## config.mk

```make
export PLATFORM = sky130hd
export DESIGN_NAME = imm_pack
export DESIGN_NICKNAME = d
export VERILOG_FILES = /design/src/rtl/imm_pack_pkg.sv /design/src/rtl/imm_pack_classify.sv /design/src/rtl/imm_pack.sv
export SDC_FILE = /design/constraint.sdc
export NUM_CORES = 1
export LEC_CHECK = 0
export CAP_MARGIN = 15
export CORE_UTILIZATION = 45
export CTS_CLUSTER_DIAMETER = 60
export DETAILED_ROUTE_END_ITERATION = 7
export PLACE_DENSITY = 0.84
export SYNTH_ARGS = -nofsm -noshare
export SYNTH_HDL_FRONTEND = slang
export SYNTH_SLANG_ARGS = --single-unit
```

## constraint.sdc

```tcl
create_clock -name clk -period 1.5 [get_ports clk]
set_input_delay 0.225 -clock clk [delete_from_list [all_inputs] [get_ports clk]]
set_output_delay 0.225 -clock clk [all_outputs]
set_load 0.005 [all_outputs]
```

## src/rtl/imm_pack_pkg.sv

```systemverilog
// Shared definitions for the immediate packer and its matching extender.
// Extender-mode codes, candidate-flag bundle and the reference extend function.
package imm_pack_pkg;

  localparam logic [1:0] EOP_SIGN   = 2'b00;
  localparam logic [1:0] EOP_ZERO   = 2'b01;
  localparam logic [1:0] EOP_UPPER  = 2'b10;
  localparam logic [1:0] EOP_SHIFT2 = 2'b11;

  typedef struct packed {
    logic sign;
    logic zero;
    logic upper;
    logic shift2;
  } cand_t;

  // Rebuilds the 32-bit constant from an immediate exactly as the extender does.
  function automatic logic [31:0] immExtend(input logic [15:0] imm, input logic [1:0] eop);
    logic [31:0] result;
    case (eop)
      EOP_SIGN:   result = {{16{imm[15]}}, imm};
      EOP_ZERO:   result = {16'h0000, imm};
      EOP_UPPER:  result = {imm, 16'h0000};
      default:    result = {{14{imm[15]}}, imm, 2'b00};
    endcase
    return result;
  endfunction

endpackage

```

## src/rtl/imm_pack_classify.sv

```systemverilog
// Combinational candidate detection (for stage 1) and fixed-priority selection
// (for stage 2) of the 16-bit immediate encoding.
module imm_pack_classify
  import imm_pack_pkg::*;
(
  input  logic [31:0] i_detValue,
  output cand_t       o_cand,
  input  logic [31:0] i_selValue,
  input  cand_t       i_selCand,
  output logic [15:0] o_imm,
  output logic [1:0]  o_eop,
  output logic        o_ok
);

  logic w_signFit;
  logic w_shiftHighFit;

  assign w_signFit      = (&i_detValue[31:15]) || ~(|i_detValue[31:15]);
  assign w_shiftHighFit = (&i_detValue[31:17]) || ~(|i_detValue[31:17]);

  assign o_cand.sign   = w_signFit;
  assign o_cand.zero   = (i_detValue[31:16] == 16'h0000);
  assign o_cand.upper  = (i_detValue[15:0] == 16'h0000);
  assign o_cand.shift2 = (i_detValue[1:0] == 2'b00) && w_shiftHighFit;

  // Priority SIGN > ZERO > UPPER > SHIFT2; nothing fits -> all-zero, not ok.
  always_comb begin
    o_imm = 16'h0000;
    o_eop = EOP_SIGN;
    o_ok  = 1'b0;
    if (i_selCand.sign) begin
      o_imm = i_selValue[15:0];
      o_eop = EOP_SIGN;
      o_ok  = 1'b1;
    end else if (i_selCand.zero) begin
      o_imm = i_selValue[15:0];
      o_eop = EOP_ZERO;
      o_ok  = 1'b1;
    end else if (i_selCand.upper) begin
      o_imm = i_selValue[31:16];
      o_eop = EOP_UPPER;
      o_ok  = 1'b1;
    end else if (i_selCand.shift2) begin
      o_imm = i_selValue[17:2];
      o_eop = EOP_SHIFT2;
      o_ok  = 1'b1;
    end
  end

endmodule

```

## src/rtl/imm_pack.sv

```systemverilog
// Two-stage valid/ready pipeline packing a 32-bit constant into imm + extender mode.
// Define IMM_PACK_STATS_EN to add saturating transfer/failure counters.
module imm_pack
  import imm_pack_pkg::*;
(
  input  logic        clk,
  input  logic        reset,
  input  logic        in_valid,
  output logic        in_ready,
  input  logic [31:0] in_value,
  output logic        out_valid,
  input  logic        out_ready,
  output logic [15:0] out_imm,
  output logic [1:0]  out_eop,
  output logic        out_ok
`ifdef IMM_PACK_STATS_EN
  ,
  output logic [15:0] cnt_total,
  output logic [15:0] cnt_fail
`endif
);

  logic        r_s1Valid;
  logic [31:0] r_s1Value;
  cand_t       r_s1Cand;
  logic        r_s2Valid;
  logic [15:0] r_imm;
  logic [1:0]  r_eop;
  logic        r_ok;

  cand_t       w_cand;
  logic [15:0] w_selImm;
  logic [1:0]  w_selEop;
  logic        w_selOk;
  logic        w_s2Free;

  imm_pack_classify u_classify (
    .i_detValue (in_value),
    .o_cand     (w_cand),
    .i_selValue (r_s1Value),
    .i_selCand  (r_s1Cand),
    .o_imm      (w_selImm),
    .o_eop      (w_selEop),
    .o_ok       (w_selOk)
  );

  // Stage 2 can take new data when empty or draining this cycle.
  assign w_s2Free = !r_s2Valid || out_ready;
  assign in_ready = !r_s1Valid || w_s2Free;

  always_ff @(posedge clk or posedge reset) begin
    if (reset) begin
      r_s1Valid <= 1'b0;
      r_s1Value <= 32'h0;
      r_s1Cand  <= '0;
    end else if (in_ready) begin
      r_s1Valid <= in_valid;
      if (in_valid) begin
        r_s1Value <= in_value;
        r_s1Cand  <= w_cand;
      end
    end
  end

  always_ff @(posedge clk or posedge reset) begin
    if (reset) begin
      r_s2Valid <= 1'b0;
      r_imm     <= 16'h0;
      r_eop     <= EOP_SIGN;
      r_ok      <= 1'b0;
    end else if (w_s2Free) begin
      r_s2Valid <= r_s1Valid;
      if (r_s1Valid) begin
        r_imm <= w_selImm;
        r_eop <= w_selEop;
        r_ok  <= w_selOk;
      end
    end
  end

  assign out_valid = r_s2Valid;
  assign out_imm   = r_imm;
  assign out_eop   = r_eop;
  assign out_ok    = r_ok;

`ifdef IMM_PACK_STATS_EN
  logic        w_outFire;
  logic [15:0] r_cntTotal;
  logic [15:0] r_cntFail;

  assign w_outFire = r_s2Valid && out_ready;

  // Both counters stick at all-ones instead of wrapping.
  always_ff @(posedge clk or posedge reset) begin
    if (reset) begin
      r_cntTotal <= 16'h0;
      r_cntFail  <= 16'h0;
    end else if (w_outFire) begin
      if (r_cntTotal != 16'hFFFF) r_cntTotal <= r_cntTotal + 16'h1;
      if (!r_ok && (r_cntFail != 16'hFFFF)) r_cntFail <= r_cntFail + 16'h1;
    end
  end

  assign cnt_total = r_cntTotal;
  assign cnt_fail  = r_cntFail;
`endif

endmodule
```

---- Word level (Yosys, flattened, before mapping) ----
Cells that the tools add are included.
word-level totals
  register bits after elaboration ......... 57
  input bits .............................. 36
  output and inout bits ................... 21
  logic and storage cells ................. 40
cells by class
  mux-type cells .......................... 12
  bitwise operators ....................... 2
  reduce and logical (&&, ||, !) cells .... 16
operator list
  kind                  count
  2-to-1 mux 16 bit     4
  logical NOT 16 bit    2
  AND reduction 17 bit  1
  OR reduction 17 bit   1
  AND reduction 15 bit  1
  OR reduction 15 bit   1
  2-to-1 mux 2 bit      4
  logical OR 1 bit      4
  2-to-1 mux 1 bit      4
  AND reduction 2 bit   2
  logical NOT 1 bit     2
  logical NOT 2 bit     1
  inverter 1 bit        2
  logical AND 1 bit     1

---- Logic depth before layout (Yosys ltp) ----
  depth in word-level cells ............... 4
  depth in mapped cells ................... 6
  mapped depth without buffers ............ 4

---- Hierarchy ----
Synthesis repeated with hierarchy kept, for this count alone.
second synthesis, totals
  cells, all modules ...................... 208
  area total of the unflattened synthesis .. 2819.0 sq um
modules (own cells, without submodules)
  module             times used  cells an instance  area an instance (sq um)  sequential area each (sq um)
  imm_pack           1           123                2342.2                    1426.4
  imm_pack_classify  1           85                 476.7                     0.0

---- Worst setup path before layout ----
No wires, ideal clock.
  path type ............................... reg-to-reg
  start ................................... register r_s1Cand[2] in the netlist's numbering
  end ..................................... register r_imm[0] (netlist: out_imm[0])
  setup time .............................. 0.133 ns
  data arrival time ....................... 1.399 ns
  data required time ...................... 1.367 ns
  slack ................................... -0.032 ns
  cell stages (with the launch flop) ...... 7
  buffers on the path ..................... 2
  period minus slack after synthesis ...... 1.532 ns
  path through ............................ dfrtp_1 > or2_2 > clkbuf_1 > clkbuf_1 > a221o_1 > o21ai_0 > o21ai_0
between the ends
  cells in the longest elaborated chain, start to end .. 2
RTL lines
  item                      line                     text
  start: declaration        imm_pack.sv:25           cand_t r_s1Cand;
  start signal: assignment  imm_pack.sv:60           r_s1Cand <= w_cand;
  2-to-1 mux 16 bit         imm_pack_classify.sv:35  end else if (i_selCand.zero) begin
  2-to-1 mux 16 bit         imm_pack_classify.sv:31  if (i_selCand.sign) begin
  end signal: assignment    imm_pack.sv:74           r_imm <= w_selImm;
  end: declaration          imm_pack.sv:27           logic [15:0] r_imm;
Every way passes these cells.
A chain may end at the register's enable or synchronous reset.

---- Worst setup path after layout ----
  start ................................... input port in_value[24]
  end ..................................... register r_s1Cand[0] in the netlist's numbering
between the ends
  cells in the longest elaborated chain, start to end .. 4
  elaborated cells between the ends (all ways) .. 5
  those cells by class .................... bitwise: 1; reduce/logical: 4
RTL lines
  item                 line                     text
  start: declaration   imm_pack.sv:10           input logic [31:0] in_value,
  OR reduction 15 bit  imm_pack_classify.sv:19  assign w_shiftHighFit = (&i_detValue[31:17]) || ~(|i_detValue[31:17]);
  inverter 1 bit       imm_pack_classify.sv:19
  logical OR 1 bit *   imm_pack_classify.sv:19
  logical AND 1 bit *  imm_pack_classify.sv:24  assign o_cand.shift2 = (i_detValue[1:0] == 2'b00) && w_shiftHighFit;
Mark *: on every way between the ends. The rest lies on a longest branch, timed or not.

==> flow_summary.toml <==
[power]
p_seq_share_pct = 49.7
p_per_area_nw_per_um2 = 1110
power_leakage_nw = 1.44
pwr-share-clk_pct = 29.6
peakVddDrop_mv = 0.601
p_comb_share_pct = 20.7
netSwitchingPower_mw = 1.01
p_sw_share_pct = 26.2
internal_power_mw = 2.84

[grt]
antenna_found_initial = 0
grt_pass1_wl_um = 9650
grt_max_degree = 58
track_usage_pct = 21.7
overflow = 0
grt_pass1_vias = 1975

[run]
drv_cap = 0

[sta]
tightestPinTransition_ns = 0.385
slew_headroom_pct = 74.3
finalSetupViolations = 0
min_period_over_period_pct = 96.1
clock_skew_ns = 0.00893
setup_tns_ns = 0
hold_viol = 0
timing.fmax_ghz = 0.693
fin_crit_ns = 1.44
rsz0062_at_grt = "no"
drv_slew = 0

[synthesis]
netlist_instances = 215
synth_cell_types = 24
synth-simple-area-share_pct = 10.0
synth-warning-count = 0
yosys.area_share.adder_pct = 0
synth-compound-area-share_pct = 15.6
syn_area_per_cell_um2 = 11.6
muxShareOfSynthArea_pct = 14.4
syn_nets = 251
ys_ff_latch = 57
yosysSeqAreaShare_pct = 57.2
synth_top_family_by_area = "compound AO/OA/AOI/OAI gates"
synth-xor-area-share_pct = 0
netlist_area_um2 = 2490

[floorplanning]
initial_utilization_pct = 47.6
die_y_um = 76.5
core-area_um2 = 5240
num_rows = 26
boundaryPins = 57
dieArea_um2 = 5850
fp.dieW_um = 76.5

[critical_path]
crit_family = "simple AND/OR/NAND/NOR gates"
start_kind = "input pin"
slowest_delay_ns = 0.48
crit_required_ns = 1.76
crit_type = "in -> reg"
crit_chain = "dlygate4sd2_1, or4_4, or4_1, o21bai_1, a22o_2"
crit_arrival_ns = 1.70
critPathSlowestCell = "or4_4"
cp_max_fo = 2
cp_num_buf_inv = 1
end_kind = "flop"

[cells_and_area]
final_cell_mix = "dfrtp_1 (57), clkdlybuf4s50_1 (50), o21ai_0 (38), mux2_2 (32), nand2_1 (24)"
layout_commonest_cell = "dfrtp_1"
syn_to_final_growth_pct = 39.3
finalNetCount = 328
diodes = 0
final_core_util_pct = 66.3
drive_above_1_share_pct = 25.3
stdcell_count = 367

[detailed_routing]
dr.pass1.iters = 4
drt_iter0_drc = 126
viasPerCell = 5.53
vias = 2029
routed_wl_um = 5760
ant_nets = 0
wl_per_cell_um = 15.7
drc = 0

[placement]
place_congestion = 0.790
dp_hpwl_um = 4110
numPortBuffers = 56
dp.cells = 349

[clock_tree]
clk_latency_ns = 0.33
clkSinkCount = 57
cts_buffers = 9
clk_pin_slew_ns = 0.06
cts_buffer_depth = 2
htree_num_levels = 3
root_buffer = "clkbuf_8"
cts_tree = "built"

[min_path]
hold_path_class = "in -> async"

[run_status]
outcome = "completed"
[power groups by stage]
stage / logic (mW) / clock network (mW) / registers [mW]
3_3_place_gp: 0.776 / 0 / 1.93
5_1_grt: 0.877 / 1.23 / 1.94
2_1_floorplan: 0.366 / 0 / 1.90
6_report: 0.798 / 1.14 / 1.92
3_5_place_dp: 0.800 / 0 / 1.94
4_1_cts: 0.804 / 1.17 / 1.91
[repair_timing]
item,4_1_cts,5_1_grt
gates resized for setup,11,1
setup buffers,2,0
gates cloned,0,0
setup endpoints to repair,20,9
hold buffers,0,0
pin swaps,5,3
[flip-flops by register name, indices dropped and copies added (netlist names)]
register and cells:
out_eop 2, out_imm 16, out_ok 1, out_valid 1, r_s1Cand 4, r_s1Valid 1
r_s1Value 32
[tightest hold or removal path: cells and delay by family]
family	cells	cell delay (ns)
buffers and inverters	3	0.80
[kinds of logic (layout without fill, tap and decap cells)]
logic type	after synthesis	count (layout)
buffers and inverters	17	99
muxes	32	32
DFF	57	57
AOI/OAI and AO/OA	59	59
and+or+nand+nor	50	50
[routing by layer]
| layer | vias up | wire (um) | global-route usage [%] |
|---|---|---|---|
| met4 | 0 | 106 | 10.6 |
| met5 | - | 0 | 0 |
| met1 | 965 | 2540 | 28.7 |
| li1 | 965 | - | - |
| met2 | 88 | 2740 | 32.8 |
| met3 | 11 | 373 | 6.11 |
[stage by stage]
stage               instance area (um^2)  total power [mW]  setup WS [ns]  hold slack, ns
CTS                                 3470              3.89        0.00636           0.334
finish                              3470              3.85         0.0578           0.311
global placement                    3300              2.71         -0.432           0.462
floorplan                           2500              2.27         0.0158           0.312
global route                        3470              4.05         0.0290           0.344
detailed placement                  3300              2.74         -0.465           0.470
[final timing paths]
| path | start | end | slack (ns) | depth (start not counted) |
|---|---|---|---|---|
| setup / recovery | in_value[24] | r_s1Cand[0] | 0.06 | 5 |
| hold / removal | reset | out_imm[6] | 0.31 | 3 |
| setup reg to reg | r_s1Cand[1] | out_imm[14] | 0.17 | 4 |
| hold reg to reg | out_imm[2] | out_imm[2] | 0.48 | 2 |
| max in group asynchronous | reset | r_s1Value[2] | 0.92 | 3 |
| min in group clk | in_value[21] | r_s1Value[21] | 0.34 | 3 |
[Yosys cell counts (all sizes together)]
master	instances	area (um^2)
nand2	24	90.1
nand3b	1	7.51
o31ai	1	7.51
mux2	32	360
nor2	1	3.75
nand3	1	5.00
or3	1	6.26
nor3	2	10.0
inv	2	7.51
clkbuf	11	41.3
nand2b	4	25.0
buf	4	20.0
a22o	1	10.0
nor2b	1	6.26
a221o	16	160
a22oi	1	7.51
dfrtp	57	1430
o21bai	1	7.51
nor4	8	50.1
o21ai	38	190
or2	1	6.26
or4	2	15.0
nand4	4	25.0
a31oi	1	6.26
[final cells by class]
cell class / count / area, um^2
clock inverters: 4 / 20.0
inverters: 2 / 11.3
repair buffers: 81 / 781
flip-flops and latches: 57 / 1430
multi-input cells: 141 / 1010
fillers: 447 / 1760
clock buffers: 12 / 135
well taps: 70 / 87.6
(Power assumes the default switching activity.)
